File: config.mk
export PLATFORM = sky130hd
export DESIGN_NAME = lock_keypad
export DESIGN_NICKNAME = d
export VERILOG_FILES = /design/src/rtl/lock_keypad.sv
export SDC_FILE = /design/constraint.sdc
export NUM_CORES = 1
export LEC_CHECK = 0
export CORE_ASPECT_RATIO = 1.5
export CORE_MARGIN = 8
export CORE_UTILIZATION = 45
export CTS_CLUSTER_SIZE = 16
export DETAILED_ROUTE_END_ITERATION = 10
export SLEW_MARGIN = 10
export SYNTH_ARGS = -nofsm -noshare
export SYNTH_HDL_FRONTEND = slang
export SYNTH_SLANG_ARGS = --single-unit
File: constraint.sdc
create_clock -name clk -period 4 [get_ports clk]
set_input_delay 1.2 -clock clk [delete_from_list [all_inputs] [get_ports clk]]
set_output_delay 1.2 -clock clk [all_outputs]
set_load 0.005 [all_outputs]
File: src/rtl/lock_keypad.sv
// lock_keypad: keypad command stage ahead of the lock FSM.
// Collects digits, checks them against CODE on enter, and issues
// one-cycle open/close commands. Repeated failures start a lockout
// window. A successful open arms an automatic close timer.
module lock_keypad #(
    parameter int                             CODE_LEN          = 4,
    parameter int                             DIGIT_W           = 4,
    parameter logic [CODE_LEN*DIGIT_W-1:0]    CODE              = 16'h1234,
    parameter int                             MAX_FAIL          = 3,
    parameter int                             LOCKOUT_CYCLES    = 16,
    parameter int                             AUTO_CLOSE_CYCLES = 32
) (
    input  logic                               clk,
    input  logic                               reset,
    input  logic                               digit_valid,
    input  logic [DIGIT_W-1:0]                 digit,
    input  logic                               enter,
    input  logic                               close_req,
    output logic                               open,
    output logic                               close,
    output logic                               locked_out,
    output logic [$clog2(MAX_FAIL+1)-1:0]      fail_count
);

    localparam int BW = CODE_LEN * DIGIT_W;
    localparam int CW = $clog2(CODE_LEN + 1);
    localparam int FW = $clog2(MAX_FAIL + 1);
    localparam int LW = $clog2(LOCKOUT_CYCLES + 1);
    localparam int AW = $clog2(AUTO_CLOSE_CYCLES + 1);

    localparam logic [CW-1:0] CODE_LEN_W = CW'(CODE_LEN);
    localparam logic [FW-1:0] MAX_FAIL_W = FW'(MAX_FAIL);
    localparam logic [LW-1:0] LOCK_LAST  = LW'(LOCKOUT_CYCLES - 1);
    localparam logic [AW-1:0] AC_LAST    = AW'(AUTO_CLOSE_CYCLES - 1);

    typedef enum logic [1:0] {
        IDLE,
        ENTRY,
        LOCKOUT
    } state_t;

    state_t          state;
    logic [BW-1:0]   entry_buf;
    logic [CW-1:0]   count;
    logic            ovf;
    logic [LW-1:0]   lock_cnt;
    logic            ac_active;
    logic [AW-1:0]   ac_cnt;

    logic            accept;
    logic            do_enter;
    logic            do_digit;
    logic            match;
    logic            do_open;
    logic [FW-1:0]   fail_nxt;

    // Decode this cycle's keypad action; enter beats a same-cycle digit.
    always_comb begin
        accept   = (state != LOCKOUT);
        do_enter = accept && enter;
        do_digit = accept && digit_valid && !enter;
        match    = (count == CODE_LEN_W) && !ovf && (entry_buf == CODE);
        // A simultaneous close request suppresses the open so the two
        // commands never collide.
        do_open  = do_enter && match && !close_req;
        fail_nxt = fail_count + 1'b1;
    end

    // Entry/lockout state machine: buffer, fail counting, open pulse.
    always_ff @(posedge clk) begin
        if (reset) begin
            state      <= IDLE;
            entry_buf  <= '0;
            count      <= '0;
            ovf        <= 1'b0;
            fail_count <= '0;
            locked_out <= 1'b0;
            lock_cnt   <= '0;
            open       <= 1'b0;
        end else begin
            open <= do_open;
            case (state)
                IDLE, ENTRY: begin
                    if (do_enter) begin
                        entry_buf <= '0;
                        count     <= '0;
                        ovf       <= 1'b0;
                        state     <= IDLE;
                        if (match) begin
                            // Matching code pre-empted by close_req keeps fail_count.
                            if (!close_req) fail_count <= '0;
                        end else begin
                            fail_count <= fail_nxt;
                            if (fail_nxt == MAX_FAIL_W) begin
                                state      <= LOCKOUT;
                                locked_out <= 1'b1;
                                lock_cnt   <= LOCK_LAST;
                            end
                        end
                    end else if (do_digit) begin
                        // Newest digit enters at the LSB so the first digit
                        // ends up aligned with the code's MSB digit.
                        entry_buf <= (entry_buf << DIGIT_W) | BW'(digit);
                        if (count == CODE_LEN_W) ovf <= 1'b1;
                        else                     count <= count + 1'b1;
                        state <= ENTRY;
                    end
                end
                LOCKOUT: begin
                    if (lock_cnt == '0) begin
                        locked_out <= 1'b0;
                        fail_count <= '0;
                        state      <= IDLE;
                    end else begin
                        lock_cnt <= lock_cnt - 1'b1;
                    end
                end
                default: state <= IDLE;
            endcase
        end
    end

    // Close command: manual request or auto-close timer expiry.
    always_ff @(posedge clk) begin
        if (reset) begin
            ac_active <= 1'b0;
            ac_cnt    <= '0;
            close     <= 1'b0;
        end else begin
            close <= 1'b0;
            if (do_open) begin
                // Fresh open restarts the timer even if one was running.
                ac_active <= 1'b1;
                ac_cnt    <= AC_LAST;
            end else if (close_req) begin
                ac_active <= 1'b0;
                close     <= 1'b1;
            end else if (ac_active) begin
                if (ac_cnt == '0) begin
                    ac_active <= 1'b0;
                    close     <= 1'b1;
                end else begin
                    ac_cnt <= ac_cnt - 1'b1;
                end
            end
        end
    end

endmodule

# [Yosys cells after proc, flatten, opt, wreduce, memory -nomap -nowiden]
# Cells that the tools add are included.
[totals] elab_cells=102 inputBits=9 out_inout_bits=5 ff_bits=39
[classes] n_addsub=4 muxes=39 bitwise=3 eq_ne=16 reduce_logical=28
[op_table] cell="two-way mux 5 bit" count=8
[op_table] cell="two-way mux 16 bit" count=2
[op_table] cell="== test 16 x 13 -> 1 bit, second input constant" count=1
[op_table] cell="two-way mux 2 bit" count=8
[op_table] cell="inequality test 2 bit, second input constant" count=8
[op_table] cell="bitwise OR 16 x 4 -> 16 bit" count=1
[op_table] cell="two-way mux 1 bit" count=14
[op_table] cell="AND reduction 3 bit" count=4
[op_table] cell="case mux 5 bit (2 select lines)" count=1
[op_table] cell="AND reduction 5 bit" count=2
[op_table] cell="two-way mux 3 bit" count=3
[op_table] cell="case mux 2 bit (2 select lines)" count=2
[op_table] cell="nonzero test 2 bit" count=4
[op_table] cell="logical AND 1 bit" count=7
[op_table] cell="logical NOT 6 bit" count=1
[op_table] cell="inequality test 3 bit, second input constant" count=2
[op_table] cell="subtractor 6 x 1 -> 6 bit, second input constant" count=1
[op_table] cell="logical NOT 5 bit" count=1
[op_table] cell="subtractor 5 x 1 -> 5 bit, second input constant" count=1
[op_table] cell="== test 2 bit, second input constant" count=2
[op_table] cell="AND reduction 2 bit" count=2
[op_table] cell="AND reduction 4 bit" count=1
[op_table] cell="OR reduction 2 bit" count=2
[op_table] cell="adder 3 x 1 -> 3 bit, second input constant" count=1
[op_table] cell="other kinds (8)" count=11

# [Depth between registers and ports, before layout]
# Gate-level depths: netlist of run 1.
[depth] depth_word=7 ltp_mapped=7 ltp_nobuf=6

# [Worst setup path before layout of run 1]
# Ideal clock, no wire load.
[synth_path] path_kind="input to register" startpoint="input close_req" endpoint="register ac_cnt[3]" path_stages=4 arrival_ns=2.265 slack_ns=1.603 path_buffers=0 setup_time_ns=0.132 t_required_ns=3.868 cell_sequence="or4b_2 a211oi_1 xnor2_1 a21oi_1"
[synth_via] elab_chain_len=4 word_cells_on_any_way=7 cone_classes="2 x eq/ne; 1 x mux; 4 x reduce/logical"
[synth_rtl] item="from (decl)" line_no="18" text="input logic close_req,"
[synth_rtl] item="logical NOT 1 bit"
[synth_rtl] item="logical AND 1 bit" line_no="65" text="do_open = do_enter && match && !close_req;"
[synth_rtl] item="inequality test 2 bit (no source line), or another cell as far along"
[synth_rtl] item="AND reduction 3 bit (no source line)"
[synth_rtl] item="to (signal assigned)" line_no="143" text="ac_cnt <= ac_cnt - 1'b1;"
[synth_rtl] item="to (decl)" line_no="48" text="logic [AW-1:0] ac_cnt;"
# Several ways; a longest one is shown, not always the timed one.
# A chain may end at the register's enable or synchronous reset.

# [Worst setup path in the final report of run 1]
[layout_path] startpoint="input enter" endpoint="register count[1]"
[layout_via] elab_chain_len=4 word_cells_on_any_way=7 cone_classes="1 x eq/ne; 1 x mux; 5 x reduce/logical"
[layout_rtl] item="from (decl)" line_no="17" text="input logic enter,"
[layout_rtl] item="logical NOT 1 bit" line_no="61" text="do_digit = accept && digit_valid && !enter;"
[layout_rtl] item="logical AND 1 bit" line_no="61"
[layout_rtl] item="nonzero test 2 bit (no source line)"
[layout_rtl] item="AND reduction 3 bit (no source line)"
[layout_rtl] item="to (signal assigned)" line_no="105" text="else count <= count + 1'b1;"
[layout_rtl] item="to (decl)" line_no="44" text="logic [CW-1:0] count;"
# Several ways; a longest one is shown, not always the timed one.

==> results of run 1 <==
## cells in the final DEF, fill, tap and decap left out, drive strengths merged, types with 3 or more instances in the layout
cell,netlist,routed
clkdlybuf4s50,0,13
a211oi,3,3
dfxtp,39,39
a21oi,14,14
a22oi,18,18
ha,6,6
clkbuf,8,6
nor2,25,25
xnor2,3,3
nor2b,5,5
nand2b,3,3
nor4b,3,3
nand2,5,5
o21ai,4,4
o211ai,3,3
nor4,5,5
inv,12,12
or3,3,3
nand3,5,5
nor3,9,9
## path summary, 6_finish.rpt
kind	from	end	slack [ns]
max	enter	count[1]$_SDFFE_PP0P_	1.14
min	lock_cnt[0]$_SDFFE_PP0P_	lock_cnt[0]$_SDFFE_PP0P_	0.49
max reg2reg	count[0]$_SDFFE_PP0P_	ac_cnt[5]$_SDFFE_PP0P_	2.07
min reg2reg	lock_cnt[0]$_SDFFE_PP0P_	lock_cnt[0]$_SDFFE_PP0P_	0.49
## flip-flops by register name (all words and copies together), names as in the netlist, 2 cells and up
register	cells
fail_count	2
entry_buf	16
count	3
lock_cnt	5
ac_cnt	6
state	2
## final cells by class
cell class,instances,share of cell area
multi-input combinational,142,0.465
timing repair buffer,15,0.0706
inverter,12,0.0219
clock buffer,6,0.0353
tap,45,0.0274
sequential,39,0.380
## per-layer routing
metal	GRT usage	vias to the layer above
li1	-	765
met1	0.135	687
met2	0.226	25
met3	0.0380	10
met4	0.0652	0
met5	0	-
## cells in the mapped netlist (all sizes together), types with 2 or more instances
library cell and number:
or3 3, dfxtp 39, o211ai 3, nand4 2, ha 6, xnor2 3
nor4b 3, nand3 5, nor4 5, nand2b 3, and3b 2, clkbuf 8
nor2b 5, nand2 5, inv 12, nand3b 2, a31oi 2, nand4b 2
a21oi 14, a211oi 3, nor2 25, nor3 9, buf 2, o21ai 4
a22oi 18
## cell families after synthesis
kind of cell | synth area share
adders and majority gates | 0.0404
xor gates and xnor gates | 0.0141
buffers and inverters | 0.0653
DFF | 0.420
AOI/OAI and AO/OA | 0.189
and+or+nand+nor | 0.260
muxes | 0.0114
## stage by stage
step	cell area, um^2	worst slack, ns	power [uW]
6_report	2060	1.14	720
5_1_grt	2060	0.961	755
4_1_cts	2060	1.16	732
3_5_place_dp	1980	0.862	489
3_3_place_gp	1980	0.902	486
2_1_floorplan	1860	1.60	461
## power by group
group          internal, uW  switching [uW]
logic                  32.2            41.8
registers               397            8.36
clock network           116             125
total                   545             175
## worst max-delay path, cell delays in order
cell and delay, ns:
clkdlybuf4s50_1 0.56, o21ai_1 0.93, o211ai_1 0.21, a21oi_1 0.18
==> key figures, run 1 <==
Worst setup path
  – Path depth of the worst reg2reg path: 6
  – Crit path capture type: flip-flop
  – Crit path required time: 4.22 ns
  – Critical Path Fanout Max: 17
  – Critical path type: input port to flip-flop
  – Worst EP arrival: 3.08 ns
  – Critical path startpoint category: input port

STA
  – Final worst-path cycle share: 0.716
  – Fin. Hold Viols: 0
  – Tmin final: 2.86 ns
  – Final hold slack: 0.486 ns
  – Final setup viols: 0
  – Tightest Pin Transition: 1.11 ns
  – Fmax: 349 MHz
  – Clock skew: 0.0103 ns
  – RSZ-0062 raised after global routing: false
  – Setup TNS: 0 ns
  – Final slew viol count: 0
  – Worst slew margin: 0.252

Global route
  – First-pass GRT wire length: 6600 um
  – Initial antenna violation count: 0
  – Largest net degree at the start of global routing: 28
  – Global route overflow: 0
  – Vias in the first global route: 1487
  – Total track usage: 0.130

Synth
  – Number of enable flip-flop cells after synthesis: 0
  – Count of cell types in the netlist: 51
  – Synthesis-stage register bit count: 39
  – Syn Nets: 219
  – Largest cells by area after synthesis: dfxtp_1 (42%), a22oi_1 (7.3%), nor2_1 (5.1%), ha_1 (4.0%), a21oi_1 (3.8%)
  – Primary FF master, synth: dfxtp_1
  – Seq/Total Area, Yosys: 0.420
  – Avg Synthesized Cell Area: 9.11 um^2
  – Share of the synthesized area in the top cell type: 0.420
  – Synth area leader: dfxtp_1
  – Share of synthesized registers carrying an async set or reset: 0
  – Yosys warns: 0
  – Mapped Cells: 204
  – Post-Syn Area: 0.00186 mm^2

CTS
  – Clock sinks: 39
  – CTS tree: done
  – CTS Buffer Depth: 2
  – Post-CTS Setup Repair Bufs: 0
  – Cell at the root of the clock tree: clkbuf_8
  – CTS Hold Bufs: 0
  – H-tree depth: 2
  – Worst skew pair latency: 0.29 ns
  – Post-CTS Resized: 0
  – CTS clock-pin slew for the worst setup and hold paths: 0.07 ns
  – Num CTS Buffers: 5

Drt
  – DRT Wirelength: 3950 um
  – Iter 0 DRT Violations: 34
  – M1 WL: 1650 um
  – Via count: 1487
  – Vias/cell: 5.74
  – DR top layer: met4
  – DRC: 0
  – Metal2 WL: 2050 um
  – Met3 wire len: 133 um
  – Avg WL per Cell: 15.2 um
  – Pre-antenna DRT Iters: 4
  – ANT nets after route: 0

Final layout
  – Fill cell count: 390
  – Reg area: 781 um^2
  – Fin util: 0.519
  – Non-Filler Instances: 259
  – Nets@finish: 230
  – Layout cell share with drive strength beyond 1: 0.103
  – Multi-input logic area: 956 um^2
  – Layout area overhead: 10.6%
  – Antenna Cells: 0

Floorplanning
  – Die height: 94.7 um
  – Die width: 68.5 um
  – Die Area: 0.00648 mm^2
  – Num ports: 14
  – Core area: 0.00396 mm^2
  – Starting Density: 0.469
  – Site Rows: 28

Worst hold path
  – HP Class: flip-flop to flip-flop
  – Worst Hold Depth: 1

Placed design
  – Placer Congestion: 0.894
  – Port bufs: 13
  – Detail Placement HPWL: 2920 um
  – # placed instances: 253

Job
  – Maxcap violations: 0

Outcome
  – Status: finished clean

Power
  – Leak Pwr: 0.000728 uW
  – PD cells: 350 mW/mm^2
  – Peak VDD IR: 0.267 mV
Power figures use the tool's default switching activity.
==> run 2: changes to the inputs <==
clock period = 2.9 ns   (was 4 ns; I/O delays follow)
==> key figures, run 2 (same netlist as run 1, synthesis figures left out) <==
Outcome
  – Status: finished clean

Floorplanning
  – Num ports: 14 (unchanged)
  – Starting Density: 0.469 (unchanged)
  – Die height: 94.7 um (unchanged)
  – Site Rows: 28 (unchanged)
  – Die Area: 0.00648 mm^2 (unchanged)
  – Core area: 0.00396 mm^2 (unchanged)
  – Die width: 68.5 um (unchanged)

Drt
  – DRT Wirelength: 3980 um (+0.91%)
  – Pre-antenna DRT Iters: 4 (unchanged)
  – Via count: 1545 (+3.9%)
  – DRC: 0 (unchanged)
  – ANT nets after route: 0 (unchanged)
  – Iter 0 DRT Violations: 58 (+71%)
  – Avg WL per Cell: 15.0 um (-1.4%)
  – Vias/cell: 5.83 (+1.5%)

Final layout
  – Biggest register: entry_buf
  – Fin util: 0.542 (+0.0228)
  – Layout cell share with drive strength beyond 1: 0.127 (+0.0245)
  – Commonest cells after routing, fill and taps aside: dfxtp_1 (39), nor2_1 (25), a22oi_1 (18), a21oi_1 (14), clkdlybuf4s50_1 (13)
  – Largest regs: entry_buf x16, ac_cnt x6, lock_cnt x5
  – Largest register FFs: 16 (unchanged)
  – Nets@finish: 234 (+1.7%)
  – Antenna Cells: 0 (unchanged)
  – Non-Filler Instances: 265 (+2.3%)
  – Commonest non-fill, non-tap cell in the layout: dfxtp_1
  – Layout area overhead: 15.5%

Global route
  – Global route overflow: 0 (unchanged)
  – Total track usage: 0.135 (+0.00517)
  – Vias in the first global route: 1553 (+4.4%)
  – First-pass GRT wire length: 6940 um (+5.2%)
  – Initial antenna violation count: 0 (unchanged)
  – Largest net degree at the start of global routing: 32 (+14%)

Worst hold path
  – HP Class: flip-flop to flip-flop
  – Hold Crit Start: lock_cnt[0]$_SDFFE_PP0P_
  – Hold Path Sink: lock_cnt[0]$_SDFFE_PP0P_
  – Worst Hold Depth: 1 (unchanged)

STA
  – RSZ-0062 raised after global routing: false
  – Worst slew margin: 0.253 (+0.00162)
  – Fin. Hold Viols: 0 (unchanged)
  – Setup TNS: 0 ns (unchanged)
  – Final worst-path cycle share: 0.807
  – Final hold slack: 0.490 ns (+0.00407 ns)
  – Tmin final: 2.34 ns
  – Tightest Pin Transition: 1.11 ns (-0.00242 ns)
  – Fmax: 428 MHz
  – Final setup viols: 0 (unchanged)
  – Final slew viol count: 0 (unchanged)
  – Clock skew: 0.00303 ns (-0.00728 ns)
  – Fin worst setup slack: 0.561 ns (-0.577 ns)

Power
  – PD cells: 558 mW/mm^2 (+59%)
  – Leak Pwr: 0.000775 uW (+6.5%)
  – Peak VDD IR: 0.419 mV (+57%)

Placed design
  – # placed instances: 257 (+1.6%)
  – Port bufs: 13 (unchanged)
  – Detail Placement HPWL: 2910 um (-0.56%)
  – Pre-CTS setup slack: 0.272 ns (-0.590 ns)
  – Placer Congestion: 0.799 (-11%)

Job
  – Maxcap violations: 0 (unchanged)

Worst setup path
  – Path depth of the worst reg2reg path: 6 (unchanged)
  – Crit path required time: 3.12 ns (-1.10 ns)
  – Worst EP arrival: 2.56 ns (-0.52 ns)
  – R2r startpoint: count[0]$_SDFFE_PP0P_
  – Critical path type: input port to flip-flop
  – Critical path startpoint category: input port
  – Worst R2R Setup Slack: 0.99 ns (-1.08 ns)
  – Critical Path Fanout Max: 17 (unchanged)
  – Crit path capture type: flip-flop
  – RR Endpoint: ac_cnt[5]$_SDFFE_PP0P_

CTS
  – Cell at the root of the clock tree: clkbuf_8
  – CTS Buffer Depth: 2 (unchanged)
  – Num CTS Buffers: 5 (unchanged)
  – Post-CTS Setup Repair Bufs: 0 (unchanged)
  – CTS clock-pin slew for the worst setup and hold paths: 0.07 ns (about the same)
  – CTS tree: done
  – CTS Hold Bufs: 0 (unchanged)
  – Worst skew pair latency: 0.29 ns (about the same)
  – H-tree depth: 2 (unchanged)
  – Post-CTS Resized: 0 (unchanged)
  – Clock sinks: 39 (unchanged)
-- run 2: cell count changes in the layout (fill, tap and decap cells not counted), sizes merged --
cell,change
buf,+4
bufinv,+2
-- run 2: area by class of cell --
cell class | count | area, um^2
Timing Repair Buffer | 19 | 175
Fill cell | 377 | 1810
Tap cell | 45 | 56.3
Clock buffer | 6 | 72.6
Clock inverter | 2 | 60.1
Multi-Input combinational cell | 142 | 956
Inverter | 12 | 45.0
Sequential cell | 39 | 781
-- run 2: how the worst max path moves through the flow --
stage                            from                endpoint
after CTS                 digit_valid   count[1]$_SDFFE_PP0P_
after global routing      digit_valid   count[1]$_SDFFE_PP0P_
after floorplan             close_req  ac_cnt[3]$_SDFFE_PP0P_
after global placement    digit_valid   count[1]$_SDFFE_PP0P_
final                     digit_valid   count[1]$_SDFFE_PP0P_
after detailed placement  digit_valid   count[1]$_SDFFE_PP0P_
-- run 2: per-stage QoR --
step / instance area [um^2] / total power, uW
finish: 2150 / 1200
global route: 2150 / 1250
CTS: 2150 / 1210
detailed placement: 2010 / 679
global placement: 2010 / 674
floorplan: 1860 / 636
-- run 2: critical path, cell delays in order --
cell and delay, ns:
clkdlybuf4s50_1 0.43, o21ai_1 0.88, o211ai_1 0.21, a21oi_1 0.18
-- run 2: report_power, final --
part           internal [uW]  switching [uW]  total (uW)
logic                   48.1            59.0         107
clock network            344             187         531
registers                547            11.9         559
total                    939             258        1200
-- run 2: per-layer routing --
metal  track usage  vias to the layer above  part of all wire
met5             0                        -                 0
met4        0.0686                        0             0.029
met3        0.0368                       11             0.031
met2         0.230                       32              0.51
met1         0.146                      729              0.43
li1              -                      773                 -
